[config.mk]
export PLATFORM = sky130hd
export DESIGN_NAME = uart_rx
export DESIGN_NICKNAME = d
export VERILOG_FILES = /design/src/rtl/uart_rx.sv
export SDC_FILE = /design/constraint.sdc
export NUM_CORES = 1
export LEC_CHECK = 0
export BUFFER_PORTS_ARGS = -buffer_cell sky130_fd_sc_hd__buf_2
export CAP_MARGIN = 40
export CORE_ASPECT_RATIO = 0.6
export CORE_MARGIN = 8
export CORE_UTILIZATION = 40
export CTS_CLUSTER_SIZE = 28
export DETAILED_ROUTE_END_ITERATION = 7
export GPL_ROUTABILITY_DRIVEN = 1
export SYNTH_ARGS = -nofsm -noshare
export SYNTH_HDL_FRONTEND = slang
export SYNTH_SLANG_ARGS = --single-unit
[constraint.sdc]
create_clock -name clk -period 4.2 [get_ports clk]
set_input_delay 0.63 -clock clk [delete_from_list [all_inputs] [get_ports clk]]
set_output_delay 0.63 -clock clk [all_outputs]
set_load 0.02 [all_outputs]
[src/rtl/uart_rx.sv]
`default_nettype none
// ============================================================================
//  Module   : uart_rx
//  Purpose  : Serial receiver for the UART line (start, 8 data bits LSB
//             first, odd parity, one stop bit, idle high). Recovers the
//             byte, flags parity and framing errors and pulses a one-cycle
//             strobe per completed frame.
//  Ports    : clk        - system clock
//             Reset      - synchronous, active-high reset
//             Sin        - asynchronous serial line, idle high
//             Dout[7:0]  - last received byte, held until the next frame
//             Received   - one-cycle strobe: Dout/ParityErr/FrameErr valid
//             ParityErr  - parity check failed for the frame in Dout
//             FrameErr   - stop bit sampled 0 for the frame in Dout
//             Busy       - high in every state except IDLE
//  Revision : 1.0 - initial release
// ============================================================================
module uart_rx #(
    parameter int CLKS_PER_BIT = 5209,
    parameter int HALF_BIT     = CLKS_PER_BIT / 2
) (
    input  logic       clk,
    input  logic       Reset,
    input  logic       Sin,
    output logic [7:0] Dout,
    output logic       Received,
    output logic       ParityErr,
    output logic       FrameErr,
    output logic       Busy
);

    // Timer is at least 13 bits wide, wider only if the bit period needs it.
    localparam int TW = ($clog2(CLKS_PER_BIT) > 13) ? $clog2(CLKS_PER_BIT) : 13;

    localparam logic [TW-1:0] c_half_tc = TW'(HALF_BIT - 1);
    localparam logic [TW-1:0] c_bit_tc  = TW'(CLKS_PER_BIT - 1);

    typedef enum logic [2:0] {
        IDLE    = 3'd0,
        START   = 3'd1,
        BITS    = 3'd2,
        PAR     = 3'd3,
        STOP    = 3'd4,
        DONE    = 3'd5,
        WAIT_HI = 3'd6
    } state_t;

    state_t          state_q,      state_d;
    logic [TW-1:0]   timer_q,      timer_d;
    logic [2:0]      bit_idx_q,    bit_idx_d;
    logic [7:0]      shift_q,      shift_d;
    logic            par_q,        par_d;
    logic            stop_q,       stop_d;
    logic [7:0]      dout_q,       dout_d;
    logic            received_q,   received_d;
    logic            parity_err_q, parity_err_d;
    logic            frame_err_q,  frame_err_d;
    logic            busy_q,       busy_d;
    logic            sync1_q;
    logic            sin_s_q;
    logic            w_tc;

    // Half-bit terminal count in START lands the later samples at mid-bit.
    assign w_tc = (state_q == START) ? (timer_q == c_half_tc)
                                     : (timer_q == c_bit_tc);

    always_comb begin
        state_d      = state_q;
        timer_d      = timer_q + 1'b1;
        bit_idx_d    = bit_idx_q;
        shift_d      = shift_q;
        par_d        = par_q;
        stop_d       = stop_q;
        dout_d       = dout_q;
        received_d   = 1'b0;
        parity_err_d = parity_err_q;
        frame_err_d  = frame_err_q;

        case (state_q)
            IDLE: begin
                if (!sin_s_q) begin
                    state_d = START;
                end
            end
            START: begin
                if (w_tc) begin
                    if (!sin_s_q) begin
                        state_d   = BITS;
                        bit_idx_d = 3'd0;
                    end else begin
                        // Line went back high before mid-start: false start.
                        state_d = IDLE;
                    end
                end
            end
            BITS: begin
                if (w_tc) begin
                    // LSB arrives first, so shift in from the top.
                    shift_d = {sin_s_q, shift_q[7:1]};
                    if (bit_idx_q == 3'd7) begin
                        state_d = PAR;
                    end else begin
                        bit_idx_d = bit_idx_q + 3'd1;
                    end
                end
            end
            PAR: begin
                if (w_tc) begin
                    par_d   = sin_s_q;
                    state_d = STOP;
                end
            end
            STOP: begin
                if (w_tc) begin
                    // Results are registered on entry so they are valid for
                    // the whole single DONE cycle together with the strobe.
                    stop_d       = sin_s_q;
                    dout_d       = shift_q;
                    parity_err_d = (par_q != ~^shift_q);
                    frame_err_d  = ~sin_s_q;
                    received_d   = 1'b1;
                    state_d      = DONE;
                end
            end
            DONE: begin
                // A low stop bit means the line may be stuck low (break);
                // wait for it to return high before hunting for a start.
                state_d = stop_q ? IDLE : WAIT_HI;
            end
            WAIT_HI: begin
                if (sin_s_q) begin
                    state_d = IDLE;
                end
            end
            default: begin
                state_d = IDLE;
            end
        endcase

        // Timer restarts on every terminal count and state change, and
        // is held at zero while idle.
        if (w_tc || (state_d != state_q) || (state_q == IDLE)) begin
            timer_d = '0;
        end

        busy_d = (state_d != IDLE);
    end

    always_ff @(posedge clk) begin
        if (Reset) begin
            state_q      <= IDLE;
            timer_q      <= '0;
            bit_idx_q    <= 3'd0;
            shift_q      <= 8'd0;
            par_q        <= 1'b0;
            stop_q       <= 1'b0;
            dout_q       <= 8'd0;
            received_q   <= 1'b0;
            parity_err_q <= 1'b0;
            frame_err_q  <= 1'b0;
            busy_q       <= 1'b0;
            sync1_q      <= 1'b1;
            sin_s_q      <= 1'b1;
        end else begin
            state_q      <= state_d;
            timer_q      <= timer_d;
            bit_idx_q    <= bit_idx_d;
            shift_q      <= shift_d;
            par_q        <= par_d;
            stop_q       <= stop_d;
            dout_q       <= dout_d;
            received_q   <= received_d;
            parity_err_q <= parity_err_d;
            frame_err_q  <= frame_err_d;
            busy_q       <= busy_d;
            sync1_q      <= Sin;
            sin_s_q      <= sync1_q;
        end
    end

    assign Dout      = dout_q;
    assign Received  = received_q;
    assign ParityErr = parity_err_q;
    assign FrameErr  = frame_err_q;
    assign Busy      = busy_q;

endmodule
`default_nettype wire

==> summary.txt <==
Status
  – Status: finished, final reports clean

Setup path
  – R2R Path Start: state_q[0]
  – Worst r2r dst: timer_q[5]
  – CP Data Arrival Time: 2.97 ns
  – Worst reg-to-reg path cell count: 5
  – Reg2reg setup slack: 1.39 ns
  – CP Max Fanout: 13
  – Slowest stage delay, CP: 0.54 ns
  – Crit start category: register
  – Setup Crit Path Kind: reg -> reg
  – Worst path cell trace: or3b_1 -> or4_4 -> a21oi_1 -> or4_1 -> nor2_1
  – CP Launch Point: state_q[0]
  – Worst Setup EP: timer_q[5]
  – CP Capture Type: register
  – Worst Path Required: 4.36 ns
  – Slowest CP cell: or4_4

Logic synthesis
  – Synth async-reset ratio: 0
  – Syn Inst Count: 205
  – Register area share after synthesis: 0.4479
  – Synth Register Bits: 43
  – Number of warnings issued by yosys: 0
  – Cell variety after synth: 38
  – Post-synth EDFFs: 0
  – Most used DFF post-synth: dfxtp_1
  – Synth Cell Area: 0.001922 mm2
  – Syn nets: 211
  – Synthesized area per cell: 9.375 um2

Die
  – Num ports: 15
  – Starting density of the core: 0.4189
  – Die Area: 0.007351 mm2
  – Core area: 0.004588 mm2
  – Site Rows: 19
  – Die Y: 69.69 um
  – Chip width: 105.5 um

Pwr
  – Combinational Power Share: 0.021
  – Worst vdd ir: 0.1425 mV
  – Total net switching power: 0.1424 mW
  – Clock power frac: 0.366
  – Sequential power share: 0.613
  – Pleak: 0.7577 nW
  – P_int: 0.5313 mW
  – Pwr dens: 317.3 mW/mm2
  – Sw frac: 0.2114

Clock network
  – Clk_lat worst skew: 0.29 ns
  – Cts bufs inserted: 5
  – CTS Hold Bufs: 0
  – Clock buffer depth: 2
  – Clock Sinks: 43
  – CTS Root Cell: clkbuf_8
  – CTS HTree Levels: 2
  – CTS tree: yes
  – CTS resizes: 0
  – Clk slew on worst S/H paths: 0.07 ns
  – Setup bufs post-CTS: 0

GRT
  – Initial antenna violation count: 0
  – Total GRT Usage: 0.1071
  – First-pass GRT wire length: 6499 um
  – Vias in the first global route: 1,315
  – Total gr overflow: 0
  – Largest net degree at the start of global routing: 33

Placed design
  – Port-buffer cells: 14
  – Post-DP Area: 0.002042 mm2
  – GP Congestion: 0.8235
  – Final HPWL DP: 2557 um

Cells and area
  – Fillers: 452
  – Synth-to-Final Area Change: 10.48%
  – Most common cell after layout, fill and taps aside: dfxtp_1
  – Seq. cell area: 860.8 um2
  – Most frequent cells in the layout: 43 x dfxtp_1, 39 x nor2_1, 20 x mux2i_1
  – Cell area after layout: 0.002123 mm2
  – Multi-input gate area: 0.001013 mm2
  – Antenna diodes: 0
  – NumNets Final: 224
  – Share of cells above drive strength 1: 0.1370

Routing
  – DRT Wirelength: 3571 um
  – DR WL/cell: 12.66 um
  – Routed Antenna Nets: 0
  – Drt drc: 0
  – DRT Pass-1 Iters: 4
  – Initial drt markers: 52
  – Vias post-DR: 1,353
  – Via density: 4.798

Timing
  – Peak Freq: 356.2 MHz
  – RSZ-0062 raised after global routing: no
  – Final setup fails: 0
  – Slew HR: 0.4709
  – Endpoints failing hold: 0
  – Max-slew violation count: 0
  – Final TNS setup: 0 ns
  – Clock skew: 0.006402 ns
  – Min Tclk post-route: 2.808 ns
  – Part of the cycle the worst path needs: 0.6685
  – Worst Tran Pin Value: 0.7937 ns

Run
  – Max-Cap Viols: 0

Hold path
  – Min-Delay Path Class: reg -> reg
[cells by family (layout without fill, tap and decap cells)]
logic type,count (synthesis),in the layout,share of synthesized area
xor+xnor,20,20,0.09114
buf+inv,12,26,0.02474
simple gates,86,86,0.2285
flops,43,43,0.4479
fa+ha+maj,3,3,0.01953
mux,21,21,0.1100
compound gates,20,20,0.07813
[cell type report]
cell class                      count  area share
Clock inverter                      1    0.002357
Clock buffer                        7     0.03595
Tap cell                           63     0.03712
Inverter                            3    0.005303
Sequential cell                    43      0.4054
Timing Repair Buffer               15     0.03653
Multi-Input combinational cell    150      0.4773
[state kept, by name, indices dropped and copies added (netlist names), 3 cells and up]
| name | count |
|---|---|
| timer_q | 13 |
| state_q | 3 |
| shift_q | 8 |
| Dout | 8 |
| bit_idx_q | 3 |
[layer usage]
layer  share of wire  vias to the layer above  global-route usage
li1                -                      721                   -
met1            0.62                      602              0.1688
met2            0.32                       22              0.1181
met3           0.047                        8             0.03803
met4           0.014                        0             0.04245
met5               0                        -                   0
[Yosys cell counts (2+ instances only)]
cell,instances,area share
nor2b_1,2,0.0065
nor2_1,39,0.076
nand2_1,8,0.016
inv_1,3,0.0059
a311oi_1,2,0.0091
xnor2_1,10,0.046
mux2i_1,20,0.10
xor2_1,10,0.046
dfxtp_1,43,0.45
nor3_1,3,0.0078
nand3_1,8,0.021
clkbuf_1,6,0.012
o21ai_0,2,0.0052
a21oi_1,10,0.026
or2_2,2,0.0065
buf_2,2,0.0052
ha_1,3,0.020
nor3b_1,2,0.0078
and3_1,5,0.016
nand2b_1,6,0.020
nand4_1,2,0.0065
[power groups by stage]
stage / registers, mW / logic (mW) / clock network, mW
after floorplan: 0.421 / 0.0123 / 0
after global placement: 0.422 / 0.0144 / 0
after detailed placement: 0.422 / 0.0144 / 0
after CTS: 0.413 / 0.0144 / 0.259
after global routing: 0.413 / 0.0160 / 0.278
final: 0.413 / 0.0142 / 0.247
[worst max-delay path, delay by kind of cell, from the launching register on]
| kind | cells | cell delay (ns) |
|---|---|---|
| AOI/OAI and AO/OA | 1 | 0.53 |
| DFF | 1 | 0.53 |
| and+or+nand+nor | 4 | 1.61 |
[worst min-delay path by stage]
| stage | start | endpoint | slack, ns | cells past startpoint |
|---|---|---|---|---|
| global placement | sync1_q | sin_s_q | 0.39 | 1 |
| CTS | sync1_q | sin_s_q | 0.42 | 1 |
| detailed placement | sync1_q | sin_s_q | 0.40 | 1 |
| finish | sync1_q | sin_s_q | 0.41 | 1 |
| global route | sync1_q | sin_s_q | 0.43 | 1 |
| floorplan | sync1_q | sin_s_q | 0.39 | 1 |
[per-stage QoR]
stage / power, mW / util / setup WS, ns / cells / hold slack, ns
2_1_floorplan: 0.4330 / - / 1.916 / 205 / 0.3895
3_3_place_gp: 0.4368 / 0.4451 / 1.511 / 274 / 0.3935
3_5_place_dp: 0.4369 / 0.4451 / 1.435 / 274 / 0.3969
4_1_cts: 0.6863 / 0.4628 / 1.430 / 282 / 0.4156
5_1_grt: 0.7079 / 0.4628 / 1.180 / 282 / 0.4262
6_report: 0.6737 / 0.4628 / 1.393 / 282 / 0.4135
Note: power is estimated with default switching activity, not from simulation.
